<file path="config.mk">
export PLATFORM = sky130hd
export DESIGN_NAME = pc_sequencer_flat
export DESIGN_NICKNAME = d
export VERILOG_FILES = /design/src/rtl/pc_sequencer_if.sv /design/src/rtl/pc_sequencer.sv /design/src/flat_wrapper.sv
export SDC_FILE = /design/constraint.sdc
export NUM_CORES = 1
export LEC_CHECK = 0
export ABC_AREA = 1
export CAP_MARGIN = 20
export CORE_MARGIN = 8
export CORE_UTILIZATION = 43
export CTS_CLUSTER_SIZE = 16
export DETAILED_ROUTE_END_ITERATION = 8
export GPL_TIMING_DRIVEN = 0
export PLACE_DENSITY_LB_ADDON = 0.05
export REMOVE_ABC_BUFFERS = 1
export SKIP_LAST_GASP = 1
export SYNTH_ARGS = -nofsm -noshare
export SYNTH_HDL_FRONTEND = slang
export SYNTH_SLANG_ARGS = --single-unit
</file>
<file path="constraint.sdc">
create_clock -name Clk -period 2.2 [get_ports Clk]
set_clock_uncertainty 0.2 [all_clocks]
set_input_delay 0.44 -clock Clk [delete_from_list [all_inputs] [get_ports Clk]]
set_output_delay 0.44 -clock Clk [all_outputs]
set_load 0.01 [all_outputs]
</file>
<file path="src/rtl/pc_sequencer_if.sv">
// pc_sequencer_if
//   Groups the control, flag and address signals that run between the
//   decoder/ALU, the program sequencer and the instruction ROM.
//   Parameter L : PC and address width in bits.
//   Ports (seen from the sequencer, i.e. the slave modport):
//     in  Start, StartAddr[L], Stall, Halt, JmpEq, JmpNe, Zero, Rel,
//         Call, Ret, DestAddr[L]
//     out ProgCtr[L], Running, Done, StackErr
//   The master modport is the driving side (decoder or testbench).
interface pc_sequencer_if #(
  parameter int L = 10
);
  logic         Start;
  logic [L-1:0] StartAddr;
  logic         Stall;
  logic         Halt;
  logic         JmpEq;
  logic         JmpNe;
  logic         Zero;
  logic         Rel;
  logic         Call;
  logic         Ret;
  logic [L-1:0] DestAddr;
  logic [L-1:0] ProgCtr;
  logic         Running;
  logic         Done;
  logic         StackErr;

  modport master (
    output Start, StartAddr, Stall, Halt, JmpEq, JmpNe, Zero, Rel,
           Call, Ret, DestAddr,
    input  ProgCtr, Running, Done, StackErr
  );

  modport slave (
    input  Start, StartAddr, Stall, Halt, JmpEq, JmpNe, Zero, Rel,
           Call, Ret, DestAddr,
    output ProgCtr, Running, Done, StackErr
  );
endinterface

</file>
<file path="src/rtl/pc_sequencer.sv">
// pc_sequencer
//   Program sequencer that drives the instruction-ROM address. It has an
//   IDLE/RUN/DONE state machine, absolute or PC-relative branch targets,
//   je/jne condition handling and an optional call/return stack.
//   Parameters: L (PC width), DEPTH (call stack entries; stack build only).
//   Ports:
//     Clk   in  clock, all state changes on posedge
//     Reset in  synchronous active-high reset, highest priority
//     bus   pc_sequencer_if.slave (control inputs, ProgCtr/Running/Done/
//           StackErr outputs)
//   Build option: define PC_CALL_STACK_EN to build the DEPTH-entry
//   call/return stack. Without it Call/Ret are ignored and StackErr is 0.
module pc_sequencer #(
  parameter int L     = 10,
  parameter int DEPTH = 4
) (
  input logic           Clk,
  input logic           Reset,
  pc_sequencer_if.slave bus
);
  localparam logic [1:0] IDLE = 2'd0;
  localparam logic [1:0] RUN  = 2'd1;
  localparam logic [1:0] DONE = 2'd2;

  logic [1:0]   state_reg, state_next;
  logic [L-1:0] pc_reg, pc_next;
  logic [L-1:0] pc_inc;
  logic [L-1:0] target;
  logic         taken;

  // L-bit wrapping arithmetic; DestAddr doubles as a two's-complement offset.
  assign pc_inc = pc_reg + L'(1);
  assign target = bus.Rel ? (pc_reg + bus.DestAddr) : bus.DestAddr;
  // Both JmpEq and JmpNe set makes the branch unconditional.
  assign taken  = (bus.JmpEq & bus.Zero) | (bus.JmpNe & ~bus.Zero);

`ifdef PC_CALL_STACK_EN
  localparam int SPW = $clog2(DEPTH + 1);
  localparam int AW  = (DEPTH > 1) ? $clog2(DEPTH) : 1;

  logic [L-1:0]   stack_mem [DEPTH];
  logic [SPW-1:0] sp_reg, sp_next;
  logic           err_reg, err_next;
  logic           push;
  logic [AW-1:0]  top_idx, wr_idx;
  logic [L-1:0]   stack_top;

  // sp_reg counts valid entries; the top lives at sp_reg-1.
  assign top_idx   = AW'(sp_reg - SPW'(1));
  assign wr_idx    = AW'(sp_reg);
  assign stack_top = stack_mem[top_idx];
`else
  logic unused_call_ret;
  localparam int unused_depth = DEPTH;
  assign unused_call_ret = &{1'b0, bus.Call, bus.Ret};
`endif

  always_comb begin
    pc_next    = pc_reg;
    state_next = state_reg;
`ifdef PC_CALL_STACK_EN
    sp_next    = sp_reg;
    err_next   = err_reg;
    push       = 1'b0;
`endif
    if (bus.Start) begin
      // Start overrides Stall and every RUN action, and restarts from RUN.
      pc_next    = bus.StartAddr;
      state_next = RUN;
`ifdef PC_CALL_STACK_EN
      sp_next    = '0;
      err_next   = 1'b0;
`endif
    end else if (state_reg == RUN && !bus.Stall) begin
      if (bus.Halt) begin
        state_next = DONE;
      end
`ifdef PC_CALL_STACK_EN
      else if (bus.Ret) begin
        if (sp_reg == '0) begin
          err_next   = 1'b1;
          state_next = DONE;
        end else begin
          pc_next = stack_top;
          sp_next = sp_reg - SPW'(1);
        end
      end else if (bus.Call) begin
        if (sp_reg == SPW'(DEPTH)) begin
          err_next   = 1'b1;
          state_next = DONE;
        end else begin
          push    = 1'b1;
          pc_next = target;
          sp_next = sp_reg + SPW'(1);
        end
      end
`endif
      else if (taken) begin
        pc_next = target;
      end else begin
        pc_next = pc_inc;
      end
    end
  end

  always_ff @(posedge Clk) begin
    if (Reset) begin
      state_reg <= IDLE;
      pc_reg    <= '0;
`ifdef PC_CALL_STACK_EN
      sp_reg    <= '0;
      err_reg   <= 1'b0;
`endif
    end else begin
      state_reg <= state_next;
      pc_reg    <= pc_next;
`ifdef PC_CALL_STACK_EN
      sp_reg    <= sp_next;
      err_reg   <= err_next;
`endif
    end
  end

`ifdef PC_CALL_STACK_EN
  // Stack storage needs no reset: entries above sp_reg are never read.
  always_ff @(posedge Clk) begin
    if (push && !Reset) begin
      stack_mem[wr_idx] <= pc_inc;
    end
  end
  assign bus.StackErr = err_reg;
`else
  assign bus.StackErr = 1'b0;
`endif

  assign bus.ProgCtr = pc_reg;
  assign bus.Running = (state_reg == RUN);
  assign bus.Done    = (state_reg == DONE);
endmodule

</file>
<file path="src/flat_wrapper.sv">
// flat-port wrapper written by rule: the top's interface ports become plain ports
module pc_sequencer_flat 
#(
  parameter int L     = 10,
  parameter int DEPTH = 4
)
  (Clk, Reset, bus_Start, bus_StartAddr, bus_Stall, bus_Halt, bus_JmpEq, bus_JmpNe, bus_Zero, bus_Rel, bus_Call, bus_Ret, bus_DestAddr, bus_ProgCtr, bus_Running, bus_Done, bus_StackErr);
  pc_sequencer_if #(.L(L)) bus_i ();
  input logic Clk;
  input logic Reset;
  input wire logic [$bits(bus_i.Start)-1:0] bus_Start;
  input wire logic [$bits(bus_i.StartAddr)-1:0] bus_StartAddr;
  input wire logic [$bits(bus_i.Stall)-1:0] bus_Stall;
  input wire logic [$bits(bus_i.Halt)-1:0] bus_Halt;
  input wire logic [$bits(bus_i.JmpEq)-1:0] bus_JmpEq;
  input wire logic [$bits(bus_i.JmpNe)-1:0] bus_JmpNe;
  input wire logic [$bits(bus_i.Zero)-1:0] bus_Zero;
  input wire logic [$bits(bus_i.Rel)-1:0] bus_Rel;
  input wire logic [$bits(bus_i.Call)-1:0] bus_Call;
  input wire logic [$bits(bus_i.Ret)-1:0] bus_Ret;
  input wire logic [$bits(bus_i.DestAddr)-1:0] bus_DestAddr;
  output wire logic [$bits(bus_i.ProgCtr)-1:0] bus_ProgCtr;
  output wire logic [$bits(bus_i.Running)-1:0] bus_Running;
  output wire logic [$bits(bus_i.Done)-1:0] bus_Done;
  output wire logic [$bits(bus_i.StackErr)-1:0] bus_StackErr;
  assign bus_i.Start = bus_Start;
  assign bus_i.StartAddr = bus_StartAddr;
  assign bus_i.Stall = bus_Stall;
  assign bus_i.Halt = bus_Halt;
  assign bus_i.JmpEq = bus_JmpEq;
  assign bus_i.JmpNe = bus_JmpNe;
  assign bus_i.Zero = bus_Zero;
  assign bus_i.Rel = bus_Rel;
  assign bus_i.Call = bus_Call;
  assign bus_i.Ret = bus_Ret;
  assign bus_i.DestAddr = bus_DestAddr;
  assign bus_ProgCtr = bus_i.ProgCtr;
  assign bus_Running = bus_i.Running;
  assign bus_Done = bus_i.Done;
  assign bus_StackErr = bus_i.StackErr;
  pc_sequencer #(.L(L), .DEPTH(DEPTH)) u_core (.Clk(Clk), .Reset(Reset), .bus(bus_i));
endmodule
</file>
==> results.md <==
* Synthesis-stage register bit count at 12
* Relative area change from synthesis to final layout at 37.70%
* Number of filler cells placed in the layout at 352
* Post-route fraction of the period consumed by the critical path at 95.96%
* Placed Instance Area at 1833 µm²
* Total overflow reported by the global router at 0
* Commonest non-fill, non-tap cell in the layout: sky130_fd_sc_hd__nand2_1
* Leading post-synthesis cells by cell area: sky130_fd_sc_hd__nand2_1, sky130_fd_sc_hd__dfxtp_1, sky130_fd_sc_hd__nor2_1, sky130_fd_sc_hd__a21oi_1, sky130_fd_sc_hd__ha_1
* Die outline width at approximately 74 µm
* Setup Total Neg Slack at 0 ns
* Core area at roughly 3300 µm²
* Leakage dissipation at approximately 0.89 nW
* Netlist area before placement at 1444 µm²
* Start-to-end type of the worst setup path: input port to flop
* Placement row count at 21
* Number of nets still failing antenna checks after routing at 0
* Nets at between 300 and 400
* Normalized max-slew margin at 65.74%
* TritonCTS clock tree: done
* Final hold slack at a little under 0.3 ns
* Transition time at the pin with the least slew margin at 0.5131 ns
* Sequential element share of the synthesized area at 16.64%
* Initial cell density of the core at 43.96%
* Vias in the first global route at 1,442
* Post-synth top area cell: sky130_fd_sc_hd__nand2_1
* Arithmetic-cell share of the synthesized area counting full adders, half adders and majority gates at between 10% and 20%
* Worst vdd ir at 0.3024 mV
* H-Tree Depth at 1
* First-pass GRT wire length at 6.361 mm
* Distinct cell type count after synthesis at 32
* Unrepaired setup endpoints after global routing: yes
* Detailed-routing iteration count for the pre-antenna-repair pass at 4
* Most frequent cells in the layout: sky130_fd_sc_hd__nand2_1, sky130_fd_sc_hd__nor2_1, sky130_fd_sc_hd__clkdlybuf4s50_1
* Worst path arrival time at 2.06 ns
* Fraction of the mapped netlist area in compound gates at 18.28%
* DR vias/cell at ~4.8
* Number of ports placed on the die boundary at between 40 and 50
* Clk Latency, worst-skew pair at about 0.27 ns
* Sum of net half-perimeters after detailed placement at 3.016 mm
* Post-synthesis cell count at ~250
* Slew Limit Fails at 0
* Die height at ~74 µm
* CP Launch Type: input port
* Path category of the worst min-delay check: flop to flop
* Register area at 241.5 µm²
* Warnings from Yosys at 0
* RD Place Congestion at 0.7831
* Maxcap violations at 0
* Flip-flop count of the largest register, all copies and words added at 10
* Register clock-pin slew on the reported worst setup and hold paths at 0.08 ns
* Maximum count of clock buffers along a single path at 2
* Worst-path fanout max at 5
* GR Util All Layers at 14.29%
* Via count at 1,591
* Number of hold violations in the final report at 0
* Antenna violations before repair at 0
* Portion of netlist area occupied by mux cells at 0%
* Post-layout min period at 2.111 ns
* Total power of the final layout at approximately 0.78 mW
* Detail-routed net length per standard cell at about 12 µm
* Slack of the worst reg-to-reg path at 0.19 ns
* TritonCTS Sinks at 12
* Number of antenna repair diodes at 0
* DRC viols at 0
* Cell at the root of the clock tree: sky130_fd_sc_hd__clkbuf_4
* Simple-gate area share of the yosys netlist at 40.73%
* Post-detailed-routing wire length at about 4 mm
* Top achievable clock speed at about 0.47 GHz
* Required time of the worst setup path at roughly 2.2 ns
* Share of Yosys cell area claimed by the top area cell type at about 18%
* Post-layout instance area at 1988 µm²
* Area of the multi-input gates at 1156 µm²
* Number of buffers created by CTS at 3
* PwrDens at 392.5 nW/µm²
* Count of input and output buffers at 40
* Combinational family with the most area after synthesis: simple AND/OR/NAND/NOR gates
* Endpoint class of the critical path: flop
* Count of final setup violators at 0
* Iteration-0 DRC count of the detailed router at 63
* Xor and xnor fraction of the mapped netlist area at roughly 3.0%
* Average footprint of a synthesized cell at 5.893 µm²
* Largest net degree at the start of global routing at 19
* Status: finished, final reports clean
* Hold-fix buffers, CTS at 0
* Share of cells above drive strength 1 at 12.01%
* Area of the die at ~5500 µm²
[cells in the mapped netlist (all sizes together)]
master  instances
clkbuf          4
or2             1
nor2           44
ha             10
a211oi          1
o22ai           1
nor3            4
o211ai          1
buf             3
dfxtp          12
nand4           2
xor2            5
nand2          70
a21oi          29
fa              1
conb            1
o21ai          12
inv            24
nand3          18
o21a            2
[what timing repair did]
action / CTS / global route
endpoints found under the setup margin: 3 / 9
setup buffers: 1 / 1
pin swaps: 1 / 6
gates resized for setup: 3 / 16
[layer usage]
metal / vias up / routed length (µm) / track usage, %
met1: 694 / 1975 / 19.06
met4: 0 / 17 / 3.326
li1: 874 / - / -
met2: 21 / 1784 / 22.36
met3: 2 / 142 / 3.504
met5: - / 0 / 0
[through the flow]
stage	setup slack, ns	util [%]	instances
finish	0.08883	60.53	329
floorplan	0.2245	-	238
global route	-0.1174	60.53	329
global placement	-0.4114	55.81	324
CTS	0.009494	56.95	328
detailed placement	-0.4181	55.81	324
[cell type report]
class                      instances  share of cell area (%)
clock buffer                       3                   1.133
inverter                          24                   4.531
multi-input combinational        202                   58.15
sequential                        12                   12.15
tap                               46                   2.895
timing repair buffer              42                   21.15
[worst max-delay path, stage by stage]
cell                              delay, ns
sky130_fd_sc_hd__clkdlybuf4s50_1       0.52
sky130_fd_sc_hd__ha_4                  0.23
sky130_fd_sc_hd__a21oi_1               0.29
sky130_fd_sc_hd__o21a_1                0.17
sky130_fd_sc_hd__nand2_1               0.05
sky130_fd_sc_hd__nand2_1               0.05
sky130_fd_sc_hd__nand3_1               0.06
sky130_fd_sc_hd__nand2_1               0.08
sky130_fd_sc_hd__nand2_1               0.05
sky130_fd_sc_hd__nand2_1               0.07
sky130_fd_sc_hd__a21oi_2               0.05
[kinds of logic after synthesis]
kind of cell             after synthesis
adder cells (fa/ha/maj)               11
AO/OA/AOI/OAI                         46
buffers and inverters                 31
XOR/XNOR                               5
other                                  1
flip-flops                            12
AND/OR/NAND/NOR                      139
[path summary, 6_finish.rpt]
check                                           start               endpoint  depth (start not counted)
worst max-delay path                  bus_DestAddr[5]  u_core.bus.ProgCtr[8]                         11
worst min-delay path              u_core.state_reg[0]    u_core.state_reg[0]                          2
worst max register to register  u_core.bus.ProgCtr[0]  u_core.bus.ProgCtr[4]                          9
worst min register to register    u_core.state_reg[0]    u_core.state_reg[0]                          2
[power breakdown]
| part | leakage (nW) | switching, mW | total, mW | internal (mW) |
|---|---|---|---|---|
| logic | 0.780 | 0.188 | 0.375 | 0.187 |
| clock network | 0.0138 | 0.0712 | 0.134 | 0.0633 |
| registers | 0.0995 | 0.0367 | 0.271 | 0.234 |
Note: power is estimated with default switching activity, not from simulation.
